## config.mk

```make
export PLATFORM = sky130hd
export DESIGN_NAME = pgm_vram_arbiter
export DESIGN_NICKNAME = d
export VERILOG_FILES = /design/src/rtl/pgm_vram_arbiter.sv
export SDC_FILE = /design/constraint.sdc
export NUM_CORES = 1
export LEC_CHECK = 0
export BUFFER_PORTS_ARGS = -buffer_cell sky130_fd_sc_hd__clkbuf_2
export CORE_MARGIN = 2
export CORE_UTILIZATION = 38
export CTS_BUF_LIST = sky130_fd_sc_hd__clkbuf_8
export DETAILED_ROUTE_END_ITERATION = 12
export PLACE_DENSITY = 0.81
export SETUP_SLACK_MARGIN = 0.02
export SYNTH_ARGS = -nofsm -noshare
export SYNTH_HDL_FRONTEND = slang
export SYNTH_SLANG_ARGS = --single-unit
```

## constraint.sdc

```tcl
create_clock -name fixed_20m_clk -period 1.8 [get_ports fixed_20m_clk]
set_input_delay 0.45 -clock fixed_20m_clk [delete_from_list [all_inputs] [get_ports fixed_20m_clk]]
set_output_delay 0.45 -clock fixed_20m_clk [all_outputs]
set_load 0.05 [all_outputs]
```

## src/rtl/pgm_vram_arbiter.sv

```systemverilog
// VRAM port arbiter: shares one single-port RAM between the 68k CPU and the
// renderer. The renderer gets the port whenever the CPU is not using it, and
// may delay a pending CPU access for at most STARVE_MAX consecutive grants.
module pgm_vram_arbiter #(
    parameter int ADDR_W     = 14,
    parameter int STARVE_MAX = 3
) (
    input  logic              fixed_20m_clk,
    input  logic              reset_n,
    input  logic              cpu_as_n,
    input  logic              cpu_uds_n,
    input  logic              cpu_lds_n,
    input  logic              cpu_rw_n,
    input  logic [ADDR_W-1:0] cpu_adr,
    input  logic [15:0]       cpu_dout,
    output logic [15:0]       cpu_din,
    output logic              cpu_dtack_n,
    input  logic              ren_req,
    input  logic [ADDR_W-1:0] ren_addr,
    output logic              ren_ack,
    output logic              ren_valid,
    output logic [15:0]       ren_data,
    output logic [ADDR_W-1:0] ram_addr,
    output logic              ram_we_hi,
    output logic              ram_we_lo,
    output logic [15:0]       ram_wdata,
    input  logic [15:0]       ram_rdata
);

    localparam int CNT_W = (STARVE_MAX < 1) ? 1 : $clog2(STARVE_MAX + 1);
    localparam logic [CNT_W-1:0] STARVE_LIM = CNT_W'(STARVE_MAX);

    typedef enum logic [1:0] {
        IDLE     = 2'd0,
        CPU_ACC  = 2'd1,
        CPU_DATA = 2'd2,
        CPU_HOLD = 2'd3
    } state_t;

    state_t            state_q, state_d;
    logic [CNT_W-1:0]  starve_q, starve_d;
    logic              dtack_n_q, dtack_n_d;
    logic [15:0]       din_q, din_d;
    logic              ren_valid_q;
    logic [ADDR_W-1:0] addr_q;
    logic              cpu_pend;
    logic              ren_grant;

    // Next-state, grant and RAM port steering
    always_comb begin
        state_d   = state_q;
        starve_d  = starve_q;
        dtack_n_d = dtack_n_q;
        din_d     = din_q;
        ren_grant = 1'b0;
        ram_addr  = addr_q;
        ram_we_hi = 1'b0;
        ram_we_lo = 1'b0;
        // Only IDLE can accept a new access; HOLD is left only once AS rises,
        // so a low strobe seen in IDLE is always an unserved request.
        cpu_pend  = !cpu_as_n && (state_q == IDLE);

        case (state_q)
            IDLE: begin
                if (cpu_pend) begin
                    if (ren_req && (starve_q < STARVE_LIM)) begin
                        ren_grant = 1'b1;
                        starve_d  = starve_q + CNT_W'(1);
                    end else begin
                        state_d  = CPU_ACC;
                        starve_d = '0;
                    end
                end else begin
                    // Abort or no CPU activity: forget any accumulated starvation
                    starve_d  = '0;
                    ren_grant = ren_req;
                end
            end
            CPU_ACC: begin
                ram_addr  = cpu_adr;
                ram_we_hi = !cpu_rw_n && !cpu_uds_n;
                ram_we_lo = !cpu_rw_n && !cpu_lds_n;
                state_d   = CPU_DATA;
            end
            CPU_DATA: begin
                ren_grant = ren_req;
                din_d     = ram_rdata;
                if (cpu_as_n) begin
                    // CPU went away mid-access: finish quietly, no DTACK
                    dtack_n_d = 1'b1;
                    state_d   = IDLE;
                end else begin
                    dtack_n_d = 1'b0;
                    state_d   = CPU_HOLD;
                end
            end
            CPU_HOLD: begin
                ren_grant = ren_req;
                if (cpu_as_n) begin
                    dtack_n_d = 1'b1;
                    state_d   = IDLE;
                end
            end
            default: state_d = IDLE;
        endcase

        if (ren_grant) begin
            ram_addr = ren_addr;
        end
    end

    // State, counters and registered CPU/renderer outputs
    always_ff @(posedge fixed_20m_clk or negedge reset_n) begin
        if (!reset_n) begin
            state_q     <= IDLE;
            starve_q    <= '0;
            dtack_n_q   <= 1'b1;
            din_q       <= 16'h0000;
            ren_valid_q <= 1'b0;
            addr_q      <= '0;
        end else begin
            state_q     <= state_d;
            starve_q    <= starve_d;
            dtack_n_q   <= dtack_n_d;
            din_q       <= din_d;
            ren_valid_q <= ren_grant;
            addr_q      <= ram_addr;
        end
    end

    assign ren_ack     = ren_grant;
    assign ren_valid   = ren_valid_q;
    assign ren_data    = ram_rdata;
    assign ram_wdata   = cpu_dout;
    assign cpu_din     = din_q;
    assign cpu_dtack_n = dtack_n_q;

endmodule
```

======== Word-level counts from Yosys, hierarchy flattened ========
Cells that the tools add are included.
word-level totals
  register bits ........................... 36
  input bits .............................. 67
  output and inout bits ................... 67
cells by class
  add/subtract/negate cells ............... 1
  $lt $le $gt $ge ......................... 1
  equal/unequal tests ..................... 6
  muxes and demuxes ....................... 17
  reductions and logical operators ........ 13
operator list
  cell                                            number
  two-way mux 14 bit                              2
  two-way mux 2 bit                               6
  case mux 2 bit (4 select lines)                 1
  two-way mux 1 bit                               6
  != test 2 bit (second input constant)           3
  == test 2 bit (second input constant)           2
  logical AND 1 bit                               4
  zero test 1 bit                                 4
  case mux 1 bit (2 select lines)                 2
  AND reduction 3 bit                             1
  adder 2 x 1 -> 2 bit (second input constant)    1
  == test 2 x 1 -> 1 bit (second input constant)  1
  zero test 2 bit                                 1
  < comparator 2 bit (second input constant)      1
  AND reduction 2 bit                             1
  nonzero test 2 bit                              1
  OR reduction 2 bit                              1

======== Longest topological paths before layout ========
  depth in word-level cells ............... 6
  depth in mapped cells ................... 6
  mapped depth without buffers ............ 4

======== Worst setup path after synthesis ========
No wires, ideal clock.
  kind .................................... reg2out
  start point ............................. reg state_q[1]
  end point ............................... out ram_we_hi
  data arrival time ....................... 1.942 ns
  data required time ...................... 1.350 ns
  setup slack ............................. -0.592 ns
  stages on the path, launching flop included .. 6
  path buffers ............................ 3
  path through ............................ dfrtp_1 -> buf_6 -> nand2b_4 -> buf_6 -> buf_8 -> nor3_1
between the ends
  longest elaborated chain between the ends .. 2
ends and longest elaborated chain
  element                   RTL line  RTL
  start: declaration        40        state_t state_q, state_d;
  start signal: assignment  122       state_q <= state_d;
  == test 2 x 1 -> 1 bit    63        case (state_q)
  two-way mux 1 bit         63
  end: declaration          24        output logic ram_we_hi,
No other way between the ends.

======== Worst setup path after layout ========
  start point ............................. reg starve_q[0]
  end point ............................... out ram_addr[13]
between the ends
  longest elaborated chain between the ends .. 6
ends and longest elaborated chain
  element                          RTL line  RTL
  start: declaration               41        logic [CNT_W-1:0] starve_q, starve_d;
  start signal: assignment         123       starve_q <= starve_d;
  < comparator 2 bit               66        if (ren_req && (starve_q < STARVE_LIM)) begin
  logical AND 1 bit                66
  two-way mux 1 bit                66
  two-way mux 1 bit                65        if (cpu_pend) begin
  case mux 1 bit (2 select lines)  63
  two-way mux 14 bit               107       if (ren_grant) begin
  end: declaration                 23        output logic [ADDR_W-1:0] ram_addr,
No other way between the ends.

==> run_summary.xml <==
<?xml version="1.0" encoding="UTF-8"?>
<metrics>
  <group name="status">
    <metric name="run_status" unit="">finished, violations left</metric>
    <metric name="violated_checks" unit="">setup timing</metric>
  </group>
  <group name="place">
    <metric name="placedInstanceArea" unit="um2">2330</metric>
    <metric name="port-buffer-count" unit="">101</metric>
    <metric name="dp_hpwl" unit="um">2920</metric>
    <metric name="place_congestion" unit="">0.626</metric>
  </group>
  <group name="synthesis">
    <metric name="post-synth-top-area-cell" unit="">dfrtp_1</metric>
    <metric name="synth_edf_count" unit="">0</metric>
    <metric name="yosysTopAreaCellShare" unit="">0.459</metric>
    <metric name="synth_simple_gate_area_frac" unit="">0.0334</metric>
    <metric name="synth_mux_area_frac" unit="">0.291</metric>
    <metric name="mappedNetlistArea" unit="um2">1910</metric>
    <metric name="yosysSeqAreaShare" unit="">0.472</metric>
    <metric name="synth.ff_latch_count" unit="">36</metric>
    <metric name="synth_fa_ha_area_frac" unit="">0.00655</metric>
    <metric name="post_synthesis_async_set_or_reset_flop_share" unit="">1.00</metric>
    <metric name="yosys-top-cells-area" unit="">dfrtp_1, mux2_2, buf_4</metric>
    <metric name="netlist_instances" unit="">142</metric>
    <metric name="most_used_dff_post_synth" unit="">dfrtp_1</metric>
    <metric name="synthesis.yosys.warnings" unit="">0</metric>
    <metric name="post_synth.cell_area_avg" unit="um2">13.4</metric>
    <metric name="synth_xor_area_frac" unit="">0</metric>
    <metric name="largest_family_of_logic_cells_by_synthesized_area" unit="">multiplexers</metric>
    <metric name="synth.lib_cells_used.distinct" unit="">21</metric>
    <metric name="synth_compound_area_frac" unit="">0.0321</metric>
    <metric name="synth_fp_nets" unit="">210</metric>
  </group>
  <group name="clocking">
    <metric name="clkTransAtPathRegs" unit="ps">70</metric>
    <metric name="ctsHtreeMaxLevel" unit="">2</metric>
    <metric name="cts_tree" unit="">yes</metric>
    <metric name="worstSkewPairLatency" unit="ps">280</metric>
    <metric name="cts_hold_buf" unit="">0</metric>
    <metric name="ctsLongestPathBuffers" unit="">2</metric>
    <metric name="numClockSinks" unit="">36</metric>
    <metric name="tritoncts.num_buffers" unit="">5</metric>
    <metric name="cts-root-buf" unit="">clkbuf_8</metric>
  </group>
  <group name="drt">
    <metric name="post_detailed_route_drc_marker_count" unit="">0</metric>
    <metric name="post_detailed_route_via_to_cell_ratio" unit="">4.53</metric>
    <metric name="route.detailed.wl_per_inst" unit="um">13.4</metric>
    <metric name="routed-via-count" unit="">1317</metric>
    <metric name="drt_pre_antenna_iters" unit="">4</metric>
    <metric name="drt.antenna.violating_nets" unit="">0</metric>
    <metric name="drt_iter0_drc" unit="">27</metric>
    <metric name="routed_wl" unit="um">3890</metric>
  </group>
  <group name="timing">
    <metric name="total_count_of_max_transition_violations_in_the_final_report" unit="">0</metric>
    <metric name="layout_setup_ws" unit="ps">-519</metric>
    <metric name="hold_violations" unit="">0</metric>
    <metric name="setup_repair_after_global_routing_missed_its_margin" unit="">true</metric>
    <metric name="layout_worst_path_cycle_share" unit="">1.29</metric>
    <metric name="final.min_clock_period" unit="ps">2320</metric>
    <metric name="timing_worst_slew_pin_value" unit="ps">487</metric>
    <metric name="clock-skew-final" unit="ps">5.64</metric>
    <metric name="setup_viol" unit="">17</metric>
    <metric name="achievable-frequency" unit="MHz">431</metric>
    <metric name="slew_headroom" unit="">0.675</metric>
  </group>
  <group name="floorplanning">
    <metric name="initial_core_util" unit="">0.399</metric>
    <metric name="top_level_ports" unit="">134</metric>
    <metric name="rows" unit="">25</metric>
    <metric name="die-height" unit="um">74.9</metric>
    <metric name="die_area" unit="um2">5610</metric>
    <metric name="design.core.area" unit="um2">4790</metric>
    <metric name="dieWidth" unit="um">74.9</metric>
  </group>
  <group name="min_path">
    <metric name="holdCritPathClass" unit="">input port to asynchronous set/reset pin</metric>
  </group>
  <group name="global_route">
    <metric name="antenna_found_initial" unit="">0</metric>
    <metric name="first_global_vias" unit="">1319</metric>
    <metric name="grt_start_max_net_pins" unit="">20</metric>
    <metric name="global_route.usage.total" unit="">0.140</metric>
    <metric name="globalRouteOverflowTotal" unit="">0</metric>
    <metric name="grt_first_pass_wirelength" unit="um">5830</metric>
  </group>
  <group name="critical_path">
    <metric name="crit_required" unit="ps">1350</metric>
    <metric name="regToRegSetupSlack" unit="ps">260</metric>
    <metric name="worstSetupStartpoint" unit="">starve_q[0]</metric>
    <metric name="type_of_origin_of_the_critical_path" unit="">flop</metric>
    <metric name="critical_path_class" unit="">flop to primary output</metric>
    <metric name="start_of_the_worst_register_to_register_path" unit="">starve_q[0]</metric>
    <metric name="cp_data_arrival_time" unit="ps">1870</metric>
    <metric name="timing.critical_path.fanout_max" unit="">15</metric>
    <metric name="end_kind" unit="">primary output</metric>
    <metric name="reg2regPathDepth" unit="">5</metric>
    <metric name="critical_path.endpoint" unit="">ram_addr[13]</metric>
    <metric name="r2r-end" unit="">addr_q[3]</metric>
  </group>
  <group name="final_layout">
    <metric name="fin_util" unit="">0.557</metric>
    <metric name="layout_common_cells" unit="">clkbuf_2, dfrtp_1, mux2_4, mux2_2, buf_8</metric>
    <metric name="ff_latch_area" unit="um2">902</metric>
    <metric name="layout.filler_cells" unit="">419</metric>
    <metric name="antenna_cells" unit="">0</metric>
    <metric name="num-nets-final" unit="">291</metric>
    <metric name="final_area" unit="um2">2660</metric>
    <metric name="final_layout_size_suffix_gt1_frac" unit="">0.763</metric>
    <metric name="flow.area_growth_from_synthesis" unit="%">39.5</metric>
    <metric name="multi_input_comb_area" unit="um2">741</metric>
    <metric name="mostFrequentLayoutCell" unit="">clkbuf_2</metric>
  </group>
  <group name="job">
    <metric name="timing.max_cap.violations" unit="">0</metric>
  </group>
  <group name="power_and_ir_drop">
    <metric name="total_power" unit="mW">5.26</metric>
    <metric name="power_leakage" unit="nW">1.39</metric>
    <metric name="p_per_area" unit="nW/um2">1970</metric>
    <metric name="ir_drop" unit="mV">0.776</metric>
  </group>
</metrics>
==> flip-flops by register name (all words and copies together), names as in the netlist <==
signal,cells
cpu_din,16
ren_valid,1
addr_q,14
starve_q,2
cpu_dtack_n,1
state_q,2
==> cells by family (layout without fill, tap and decap cells) <==
kind of cell	count (synthesis)	after routing
mux	44	44
buf+inv	42	124
flops	36	36
simple gates	11	11
compound gates	8	8
fa+ha+maj	1	1
==> repair_timing <==
| action | CTS | global route |
|---|---|---|
| resized for setup | 38 | 21 |
| buffers inserted | 1 | 0 |
| setup endpoints to repair | 17 | 17 |
==> layout make-up <==
cell class | count | share of cell area
Sequential cell | 36 | 0.339
Inverter | 4 | 0.00564
Clock buffer | 5 | 0.0258
Multi-Input combinational cell | 64 | 0.278
Tap cell | 67 | 0.0315
Timing Repair Buffer | 112 | 0.306
Clock inverter | 3 | 0.0146
==> synthesized netlist by cell type (2+ instances only) <==
library cell	number
a21oi_1	2
buf_4	32
o21ai_0	5
inv_1	4
buf_2	2
buf_6	3
dfrtp_1	35
mux2_4	16
nor3_1	2
nor2_1	2
mux2_2	28
nand2_1	2
==> stage by stage <==
step	hold slack [ps]	setup slack (ps)	TNS, ps	instances
3_5_place_dp	442	-336	-4350	282
5_1_grt	146	-594	-8920	291
4_1_cts	127	-592	-8560	291
2_1_floorplan	154	-167	-1960	142
6_report	113	-519	-7680	291
3_3_place_gp	435	-313	-4010	282
==> critical path, cell delays in order, from the launching register on <==
cell and delay (ps):
dfrtp_1 370, ha_2 200, inv_2 50, o311ai_4 260, buf_12 210, mux2_4 320
clkbuf_8 180
==> routing by layer <==
layer | track usage | up-vias | part of all wire
met4 | 0.0437 | 0 | 0.0075
met3 | 0.0535 | 4 | 0.070
li1 | - | 615 | -
met5 | 0 | - | 0
met2 | 0.247 | 60 | 0.54
met1 | 0.157 | 638 | 0.39
==> worst min path at each step <==
stage | end | slack, ps | cells after the start
after floorplan | addr_q[0] | 150 | 0
after global placement | cpu_din[6] | 430 | 1
after detailed placement | cpu_din[6] | 440 | 1
after CTS | cpu_din[6] | 130 | 1
after global routing | cpu_din[14] | 150 | 1
final | cpu_din[6] | 110 | 1
==> where the power goes <==
part | switching, mW | leakage [nW] | internal, mW | total, mW
combinational | 1.92 | 0.903 | 1.31 | 3.24
clock | 0.277 | 0.0593 | 0.405 | 0.682
sequential | 0.161 | 0.423 | 1.18 | 1.34
total | 2.36 | 1.39 | 2.90 | 5.26
(Power assumes the default switching activity.)
